`src/rtl/pcpi_issue_ctrl.sv`:
```
// PCPI issue controller: hands one core request at a time to a coprocessor and returns its result.
// Optional watchdog that traps a silent coprocessor is enabled by defining PCPI_TIMEOUT_EN.
module pcpi_issue_ctrl #(
  parameter int unsigned TIMEOUT_CYCLES = 16
) (
  input  logic        clk,
  input  logic        resetn,
  input  logic        req_valid,
  input  logic [31:0] req_insn,
  input  logic [31:0] req_rs1,
  input  logic [31:0] req_rs2,
  output logic        req_ready,
  input  logic        flush,
  output logic        resp_valid,
  output logic        resp_wr,
  output logic        resp_trap,
  output logic [31:0] resp_rd,
  output logic        pcpi_valid,
  output logic [31:0] pcpi_insn,
  output logic [31:0] pcpi_rs1,
  output logic [31:0] pcpi_rs2,
  input  logic        pcpi_wr,
  input  logic [31:0] pcpi_rd,
  input  logic        pcpi_wait,
  input  logic        pcpi_ready
);

  typedef enum logic [1:0] {IDLE, ISSUE, DONE} state_t;

  state_t state;
  logic   timeout_hit;

  assign req_ready = (state == IDLE);

  always_ff @(posedge clk or negedge resetn) begin
    if (!resetn) begin
      state      <= IDLE;
      pcpi_valid <= 1'b0;
      pcpi_insn  <= '0;
      pcpi_rs1   <= '0;
      pcpi_rs2   <= '0;
      resp_valid <= 1'b0;
      resp_wr    <= 1'b0;
      resp_rd    <= '0;
    end else begin
      resp_valid <= 1'b0;
      resp_wr    <= 1'b0;
      case (state)
        IDLE: begin
          if (req_valid) begin
            pcpi_insn  <= req_insn;
            pcpi_rs1   <= req_rs1;
            pcpi_rs2   <= req_rs2;
            pcpi_valid <= 1'b1;
            state      <= ISSUE;
          end
        end
        ISSUE: begin
          // Flush outranks both a same-cycle completion and a watchdog expiry.
          if (flush) begin
            pcpi_valid <= 1'b0;
            state      <= IDLE;
          end else if (pcpi_ready) begin
            resp_wr    <= pcpi_wr;
            resp_rd    <= pcpi_rd;
            resp_valid <= 1'b1;
            pcpi_valid <= 1'b0;
            state      <= DONE;
          end else if (timeout_hit) begin
            resp_valid <= 1'b1;
            pcpi_valid <= 1'b0;
            state      <= DONE;
          end
        end
        DONE: begin
          state <= IDLE;
        end
        default: begin
          pcpi_valid <= 1'b0;
          state      <= IDLE;
        end
      endcase
    end
  end

`ifdef PCPI_TIMEOUT_EN
  logic [7:0] timeout_cnt;

  assign timeout_hit = (state == ISSUE) && !flush && !pcpi_ready && !pcpi_wait &&
                       (timeout_cnt == 8'(TIMEOUT_CYCLES - 1));

  // Counts consecutive ISSUE cycles in which the coprocessor neither stalls nor answers.
  always_ff @(posedge clk or negedge resetn) begin
    if (!resetn) begin
      timeout_cnt <= '0;
      resp_trap   <= 1'b0;
    end else begin
      if (state == IDLE && req_valid) begin
        timeout_cnt <= '0;
      end else if (state == ISSUE) begin
        if (pcpi_wait) begin
          timeout_cnt <= '0;
        end else if (!pcpi_ready) begin
          timeout_cnt <= timeout_cnt + 8'd1;
        end
      end
      resp_trap <= timeout_hit;
    end
  end
`else
  logic unused_cfg;

  assign timeout_hit = 1'b0;
  assign resp_trap   = 1'b0;
  assign unused_cfg  = pcpi_wait ^ (TIMEOUT_CYCLES > 1);
`endif

endmodule

```
`config.mk`:
```
export PLATFORM = sky130hd
export DESIGN_NAME = pcpi_issue_ctrl
export DESIGN_NICKNAME = d
export VERILOG_FILES = /design/src/rtl/pcpi_issue_ctrl.sv
export SDC_FILE = /design/constraint.sdc
export NUM_CORES = 1
export LEC_CHECK = 0
export CAP_MARGIN = 10
export CORE_MARGIN = 10
export CORE_UTILIZATION = 42
export DETAILED_ROUTE_END_ITERATION = 10
export PLACE_DENSITY = 0.86
export SLEW_MARGIN = 20
export SYNTH_ARGS = -nofsm -noshare
export SYNTH_HDL_FRONTEND = slang
export SYNTH_SLANG_ARGS = --single-unit
```
`constraint.sdc`:
```
create_clock -name clk -period 3 [get_ports clk]
set_clock_uncertainty 0.05 [all_clocks]
set_input_delay 0.6 -clock clk [delete_from_list [all_inputs] [get_ports clk]]
set_output_delay 0.6 -clock clk [all_outputs]
set_load 0.05 [all_outputs]
```
==> qor.txt, run 1 <==
RUN STATUS
------------------------------------------------------------------------------------
Outcome                                                                    completed

TIMING
------------------------------------------------------------------------------------
Hold Slack                                                                  0.149 ns
Number of pins exceeding their max-slew limit in the final report                  0
Setup repair after global routing missed its margin                            false
Fin. Hold Viols                                                                    0
Max-slew headroom                                                              0.613
Setup tns final                                                                 0 ns
Highest clock frequency the design can meet                                  403 MHz
Period Utilization, post-route                                                 0.828
Final period demand of the worst path                                        2.48 ns
Final setup vio count                                                              0
Slew at the pin closest to its max-slew limit                               0.580 ns

YOSYS
------------------------------------------------------------------------------------
Number of enable flip-flop cells after synthesis                                   0
Combinational family with the most area after synthesis                 multiplexers
Yosys warns                                                                        0
Synthesized area                                                         0.00497 mm²
Synth Area in XOR/XNOR                                                             0
Post-synth top area cell                                                sky130_fd_sc_hd__dfrtp_1
Distinct cell type count after synthesis                                          18
Yosys reg bits                                                                   133
Fraction of the mapped netlist area in compound gates                        0.00277
Main synth FF type                                                      sky130_fd_sc_hd__dfrtp_1
Synthesized instance count                                                       288
Average footprint of a synthesized cell                                     17.2 µm²
Share of flip-flops with an asynchronous set or reset after synthesis           1.00
Area contributors post-synth                                            sky130_fd_sc_hd__dfrtp_1 67%, sky130_fd_sc_hd__mux2_2 20%, sky130_fd_sc_hd__mux2_1 9.1%
Share of the yosys chip area belonging to registers                            0.670
Fraction of synthesized cell area taken by the top area cell type              0.670
Post-Synthesis Net Count                                                         423
Area share of fa/ha/maj cells after synthesis                                      0
Post-synthesis mux area share                                                  0.290
Simple-gate area share of the yosys netlist                                   0.0139

POWER
------------------------------------------------------------------------------------
Maximum resistive drop on vdd                                                 511 µV
Total power per unit cell area                                            915 mW/mm²
Internal power contribution                                                  4.56 mW
Power dissipated by switching net loads                                      3.02 mW
Combinational share of power                                                   0.439
Leak Pwr                                                                     3.43 nW
Clock network fraction of total power                                          0.235
Fraction of power spent switching nets                                         0.398
Fraction of power consumed by sequential logic                                 0.326

CLOCK NETWORK
------------------------------------------------------------------------------------
Inserted Clock Buffers                                                            17
Clk slew on worst S/H paths                                                  0.05 ns
Resized Gates After CTS                                                            0
Number of sinks handled by clock tree synthesis                                  133
Level count of the clock H-tree                                                    4
TritonCTS clock tree                                                             yes
Worst-skew pair later-pin latency                                            0.41 ns
Hold buffers post-CTS                                                              0
Post-CTS Repair Setup Buffers                                                      0
Max Root-Sink Buffers                                                              2
Root Driver                                                             sky130_fd_sc_hd__clkbuf_16

DETAILED ROUTING
------------------------------------------------------------------------------------
Routed WL per cell                                                           20.9 µm
Post-route antenna net violation count                                             0
Vias post-DR                                                                    3483
Initial DRT Pass Iterations                                                        4
Final WL                                                                    15000 µm
First DRT Iteration DRCs                                                         104
Residual DRC count                                                                 0
Vias per std cell                                                               4.86

LAYOUT
------------------------------------------------------------------------------------
Highest-count cells in the layout ignoring fill and taps                264 x sky130_fd_sc_hd__clkdlybuf4s50_1, 133 x sky130_fd_sc_hd__dfrtp_1, 88 x sky130_fd_sc_hd__mux2_2, 40 x sky130_fd_sc_hd__mux2_1, 17 x sky130_fd_sc_hd__clkbuf_16
Final #Nets                                                                      698
End-of-flow core utilization                                                   0.719
Post-route design area                                                   0.00829 mm²
# diodes                                                                           0
Seq. cell area                                                           0.00333 mm²
Commonest non-fill, non-tap cell in the layout                          sky130_fd_sc_hd__clkdlybuf4s50_1
Fraction of layout cells with a size suffix above 1                            0.215
Area growth from synthesis to layout                                           66.8%
Total of fill cells in the finished design                                       794
Area taken by multi-input logic gates                                    0.00153 mm²

CRITICAL PATH
------------------------------------------------------------------------------------
Critical path launch point type                                                 flop
Endpoint required time on the critical path                                  2.35 ns
Critical path launch point                                              state[1]$_DFFE_PN0P_
Launch instance of the worst register-to-register path                  state[1]$_DFFE_PN0P_
Critical Path Sink Type                                                 primary output
Worst Setup Path Type                                                        reg2out
Crit-path max FO                                                                   6
Signal arrival time at the worst endpoint                                    1.83 ns

DIE
------------------------------------------------------------------------------------
Count of standard-cell rows                                                       39
Die outline height                                                            129 µm
Total Die Area                                                            0.0166 mm²
Ports                                                                            268
Horizontal extent of the die                                                  129 µm
Initial core utilization                                                       0.431
Core region area                                                          0.0115 mm²

PLACEMENT
------------------------------------------------------------------------------------
Routability-driven placement congestion ratio                                  0.730
Instance area after placement                                            0.00778 mm²
Number of buffers inserted by port buffering                                     265
Hpwl dp                                                                     11600 µm

GLOBAL ROUTING
------------------------------------------------------------------------------------
Sum of overflow across all layers after global routing                             0
Vias in the first global route                                                  3965
First-pass GRT wire length                                                  22700 µm
Maximum number of pins on one net before global-route repair                      62
Tot GR Track Use                                                               0.180
Initial antenna violation count                                                    0

HOLD PATH
------------------------------------------------------------------------------------
Class of the tightest hold or removal check                                 in2async

JOB
------------------------------------------------------------------------------------
Max-Cap Viols                                                                      0

## per-layer routing
layer | part of all wire | up-vias | wire [µm] | global-route usage
li1 | - | 1561 | - | -
met1 | 0.34 | 1715 | 5140 | 0.178
met2 | 0.51 | 174 | 7700 | 0.311
met3 | 0.11 | 33 | 1710 | 0.0932
met4 | 0.027 | 0 | 410 | 0.0803
met5 | 0 | - | 0 | 0
## path summary, 6_finish.rpt
check	endpoint	slack [ns]	cells past startpoint
min in group clk	pcpi_insn[8]$_DFFE_PN0P_	0.43	1
min reg2reg	pcpi_insn[8]$_DFFE_PN0P_	0.43	1
max	req_ready	0.52	2
max reg2reg	pcpi_rs2[23]$_DFFE_PN0P_	1.34	3
max in group asynchronous	pcpi_insn[22]$_DFFE_PN0P_	1.96	2
min	pcpi_insn[21]$_DFFE_PN0P_	0.15	1
## area by class of cell
type | instances | area share
clock buffers | 23 | 0.0577
inverters | 1 | 0.000453
multi-input cells | 139 | 0.185
flip-flops and latches | 133 | 0.402
repair buffers | 271 | 0.330
well taps | 143 | 0.0216
clock inverters | 6 | 0.00362
## synthesized netlist by cell type, types with 3 or more instances
library cell,count
sky130_fd_sc_hd__dfrtp_1,133
sky130_fd_sc_hd__mux2_2,88
sky130_fd_sc_hd__buf_4,5
sky130_fd_sc_hd__buf_2,7
sky130_fd_sc_hd__buf_6,3
sky130_fd_sc_hd__mux2_1,40
## power by group through the flow
| stage | clock [mW] | combinational [mW] | sequential [mW] |
|---|---|---|---|
| 2_1_floorplan | 0 | 0.479 | 4.05 |
| 3_3_place_gp | 0 | 3.31 | 2.46 |
| 3_5_place_dp | 0 | 3.36 | 2.50 |
| 4_1_cts | 1.82 | 3.37 | 2.48 |
| 5_1_grt | 1.91 | 3.45 | 2.53 |
| 6_report | 1.78 | 3.33 | 2.47 |
## kinds of logic after synthesis
family / count (synthesis)
other cells: 1
buf+inv: 16
simple gates: 8
compound gates: 2
mux: 128
flops: 133
## sequential cells by signal, summed over array words and instances (netlist names)
| signal | count |
|---|---|
| resp_valid | 1 |
| state | 2 |
| pcpi_insn | 32 |
| pcpi_rs1 | 32 |
| pcpi_valid | 1 |
| resp_wr | 1 |
| pcpi_rs2 | 32 |
| resp_rd | 32 |
## worst max-delay path, stage by stage, from the launching register on
cell	delay, ns
sky130_fd_sc_hd__dfrtp_1	0.46
sky130_fd_sc_hd__nor2_1	0.13
sky130_fd_sc_hd__clkdlybuf4s50_1	0.84
## stage by stage
| stage | cells | total power [mW] | setup WS [ns] |
|---|---|---|---|
| after global routing | 716 | 7.88 | 0.440 |
| final | 716 | 7.58 | 0.516 |
| after detailed placement | 687 | 5.86 | 0.706 |
| after global placement | 687 | 5.77 | 0.749 |
| after CTS | 716 | 7.67 | 0.492 |
| after floorplan | 288 | 4.53 | 1.27 |
(Power assumes the default switching activity.)
==> inputs of run 2 (changes only) <==
Settings changed: CORE_UTILIZATION 42 to 35, PLACE_DENSITY 0.86 to 0.76.
Clock period 3 ns to 1.99 ns, I/O delays scaled along.
==> run 2 against run 1 <==
Design area is 0.59% lower. First-iteration DRC count is 13% lower. Utilization is 13 points lower. Cell count is 6.6% higher. Combinational power is 39% higher. Critical path depth is 1 lower. Sequential power is 50% higher. Flip-flop and latch count stayed put. Worst hold slack better by 0.28 ns. Register-to-register slack worse by 0.96 ns. Setup slack worse by 0.29 ns. Clock-buffer cell count is 4 higher. Critical path type unchanged. Largest power group unchanged. Highest routed layer unchanged.
==> qor.txt, run 2 (synthesis gave the netlist of run 1 again) <==
TIMING
--------------------------------------------------------------------------------
Slew at the pin closest to its max-slew limit                           0.532 ns
Final setup vio count                                                          0
Period Utilization, post-route                                             0.889
Highest clock frequency the design can meet                              565 MHz
Max-slew headroom                                                          0.647
Crit path setup slack, layout                                           0.221 ns
Final period demand of the worst path                                    1.77 ns
Number of pins exceeding their max-slew limit in the final report              0
Setup repair after global routing missed its margin                        false
Hold Slack                                                              0.426 ns
Setup tns final                                                             0 ns
Fin. Hold Viols                                                                0

CLOCK NETWORK
--------------------------------------------------------------------------------
Post-CTS Repair Setup Buffers                                                  0
Max Root-Sink Buffers                                                          2
TritonCTS clock tree                                                         yes
Worst-skew pair later-pin latency                                        0.41 ns
Number of sinks handled by clock tree synthesis                              133
Root Driver                                                         sky130_fd_sc_hd__clkbuf_16
Clk slew on worst S/H paths                                              0.05 ns
Level count of the clock H-tree                                                4
Inserted Clock Buffers                                                        17

DETAILED ROUTING
--------------------------------------------------------------------------------
Initial DRT Pass Iterations                                                    2
Routed WL per cell                                                       18.9 µm
First DRT Iteration DRCs                                                      90
Residual DRC count                                                             0
Vias post-DR                                                                3475
Vias per std cell                                                           4.55
Post-route antenna net violation count                                         0
Final WL                                                                14400 µm

DIE
--------------------------------------------------------------------------------
Die outline height                                                        139 µm
Count of standard-cell rows                                                   43
Total Die Area                                                        0.0194 mm²
Ports                                                                        268
Horizontal extent of the die                                              139 µm
Core region area                                                      0.0139 mm²
Initial core utilization                                                   0.358

GLOBAL ROUTING
--------------------------------------------------------------------------------
Sum of overflow across all layers after global routing                         0
Tot GR Track Use                                                           0.152
Initial antenna violation count                                                0
Maximum number of pins on one net before global-route repair                  70
Vias in the first global route                                              3987
First-pass GRT wire length                                              23000 µm

POWER
--------------------------------------------------------------------------------
Leak Pwr                                                                 3.65 nW
Maximum resistive drop on vdd                                             739 µV
Overall Power                                                            11.0 mW
Total power per unit cell area                                       1340 mW/mm²

CRITICAL PATH
--------------------------------------------------------------------------------
Worst path cell trace                                               dlygate4sd2_1
Stage delay of the slowest cell on the critical path                     0.56 ns
Worst Setup Path Type                                                    reg2out
Signal arrival time at the worst endpoint                                1.32 ns
Critical path launch point type                                             flop
Crit path buffers/inverters                                                    1
CP max stage cell                                                   sky130_fd_sc_hd__dlygate4sd2_1
Critical Path Sink Type                                             primary output
Crit-path max FO                                                               2
Worst path top cell family by delay                                 buffers and inverters
Endpoint required time on the critical path                              1.54 ns

RUN STATUS
--------------------------------------------------------------------------------
Outcome                                                                completed

LAYOUT
--------------------------------------------------------------------------------
Commonest non-fill, non-tap cell in the layout                      sky130_fd_sc_hd__dfrtp_1
Finished Layout Cells                                                        763
Highest-count cells in the layout ignoring fill and taps            133 x sky130_fd_sc_hd__dfrtp_1, 132 x sky130_fd_sc_hd__clkdlybuf4s50_1, 92 x sky130_fd_sc_hd__dlygate4sd2_1, 88 x sky130_fd_sc_hd__mux2_2, 47 x sky130_fd_sc_hd__buf_4
# diodes                                                                       0
Area growth from synthesis to layout                                       65.9%
Fraction of layout cells with a size suffix above 1                        0.290
Final #Nets                                                                  706

PLACEMENT
--------------------------------------------------------------------------------
Worst-case setup slack after placement                                -0.0294 ns
Cell count after placement                                                   731
Hpwl dp                                                                 11400 µm
Number of buffers inserted by port buffering                                 265
Routability-driven placement congestion ratio                              0.741

HOLD PATH
--------------------------------------------------------------------------------
Class of the tightest hold or removal check                              reg2reg

JOB
--------------------------------------------------------------------------------
Max-Cap Viols                                                                  0

## run 2: power by group
group          total [mW]  internal, mW  switching (mW)
registers            3.70          3.38           0.321
clock network        2.71          1.68            1.04
logic                4.63          1.48            3.15
## run 2: what timing repair did
| item | CTS | global route |
|---|---|---|
| hold endpoints to repair | 133 | 0 |
| resized for setup | 92 | 0 |
| hold buffers | 1 | 0 |
| setup endpoints to repair | 92 | 0 |
## run 2: per-stage QoR
| step | cell area [µm²] | utilization |
|---|---|---|
| finish | 8240 | 0.593 |
| global placement | 7830 | 0.564 |
| CTS | 8240 | 0.593 |
| detailed placement | 7830 | 0.564 |
| global route | 8240 | 0.593 |
| floorplan | 4970 | - |
## run 2: final cells by class
class,instances,area [µm²]
fillers,1110,5640
flip-flops and latches,133,3330
repair buffers,279,2630
multi-input cells,139,1530
clock buffers,27,493
well taps,180,225
clock inverters,4,22.5
inverters,1,3.75
## run 2: metal layers
metal,part of all wire,vias to the layer above,routed length (µm),track usage
li1,-,1579,-,-
met1,0.36,1716,5240,0.155
met2,0.53,157,7620,0.262
met3,0.091,23,1310,0.0716
met4,0.019,0,269,0.0604
met5,0,-,0,0
## run 2: worst paths after layout
check | from | endpoint | slack [ns] | depth (start not counted)
setup / recovery | pcpi_rs2[3]$_DFFE_PN0P_ | pcpi_rs2[3] | 0.22 | 1
hold / removal | pcpi_insn[27]$_DFFE_PN0P_ | pcpi_insn[27]$_DFFE_PN0P_ | 0.43 | 1
setup reg to reg | state[1]$_DFFE_PN0P_ | pcpi_rs2[20]$_DFFE_PN0P_ | 0.38 | 4
hold reg to reg | pcpi_insn[27]$_DFFE_PN0P_ | pcpi_insn[27]$_DFFE_PN0P_ | 0.43 | 1
max in group asynchronous | resetn | pcpi_rs2[27]$_DFFE_PN0P_ | 1.06 | 3
min in group asynchronous | resetn | pcpi_rs1[29]$_DFFE_PN0P_ | 0.52 | 3
## run 2: worst register-to-register path: stages (launching register included)
cell                      delay [ns]
sky130_fd_sc_hd__dfrtp_1        0.45
sky130_fd_sc_hd__nor3b_4        0.25
sky130_fd_sc_hd__buf_4          0.17
sky130_fd_sc_hd__buf_12         0.20
sky130_fd_sc_hd__mux2_2         0.38
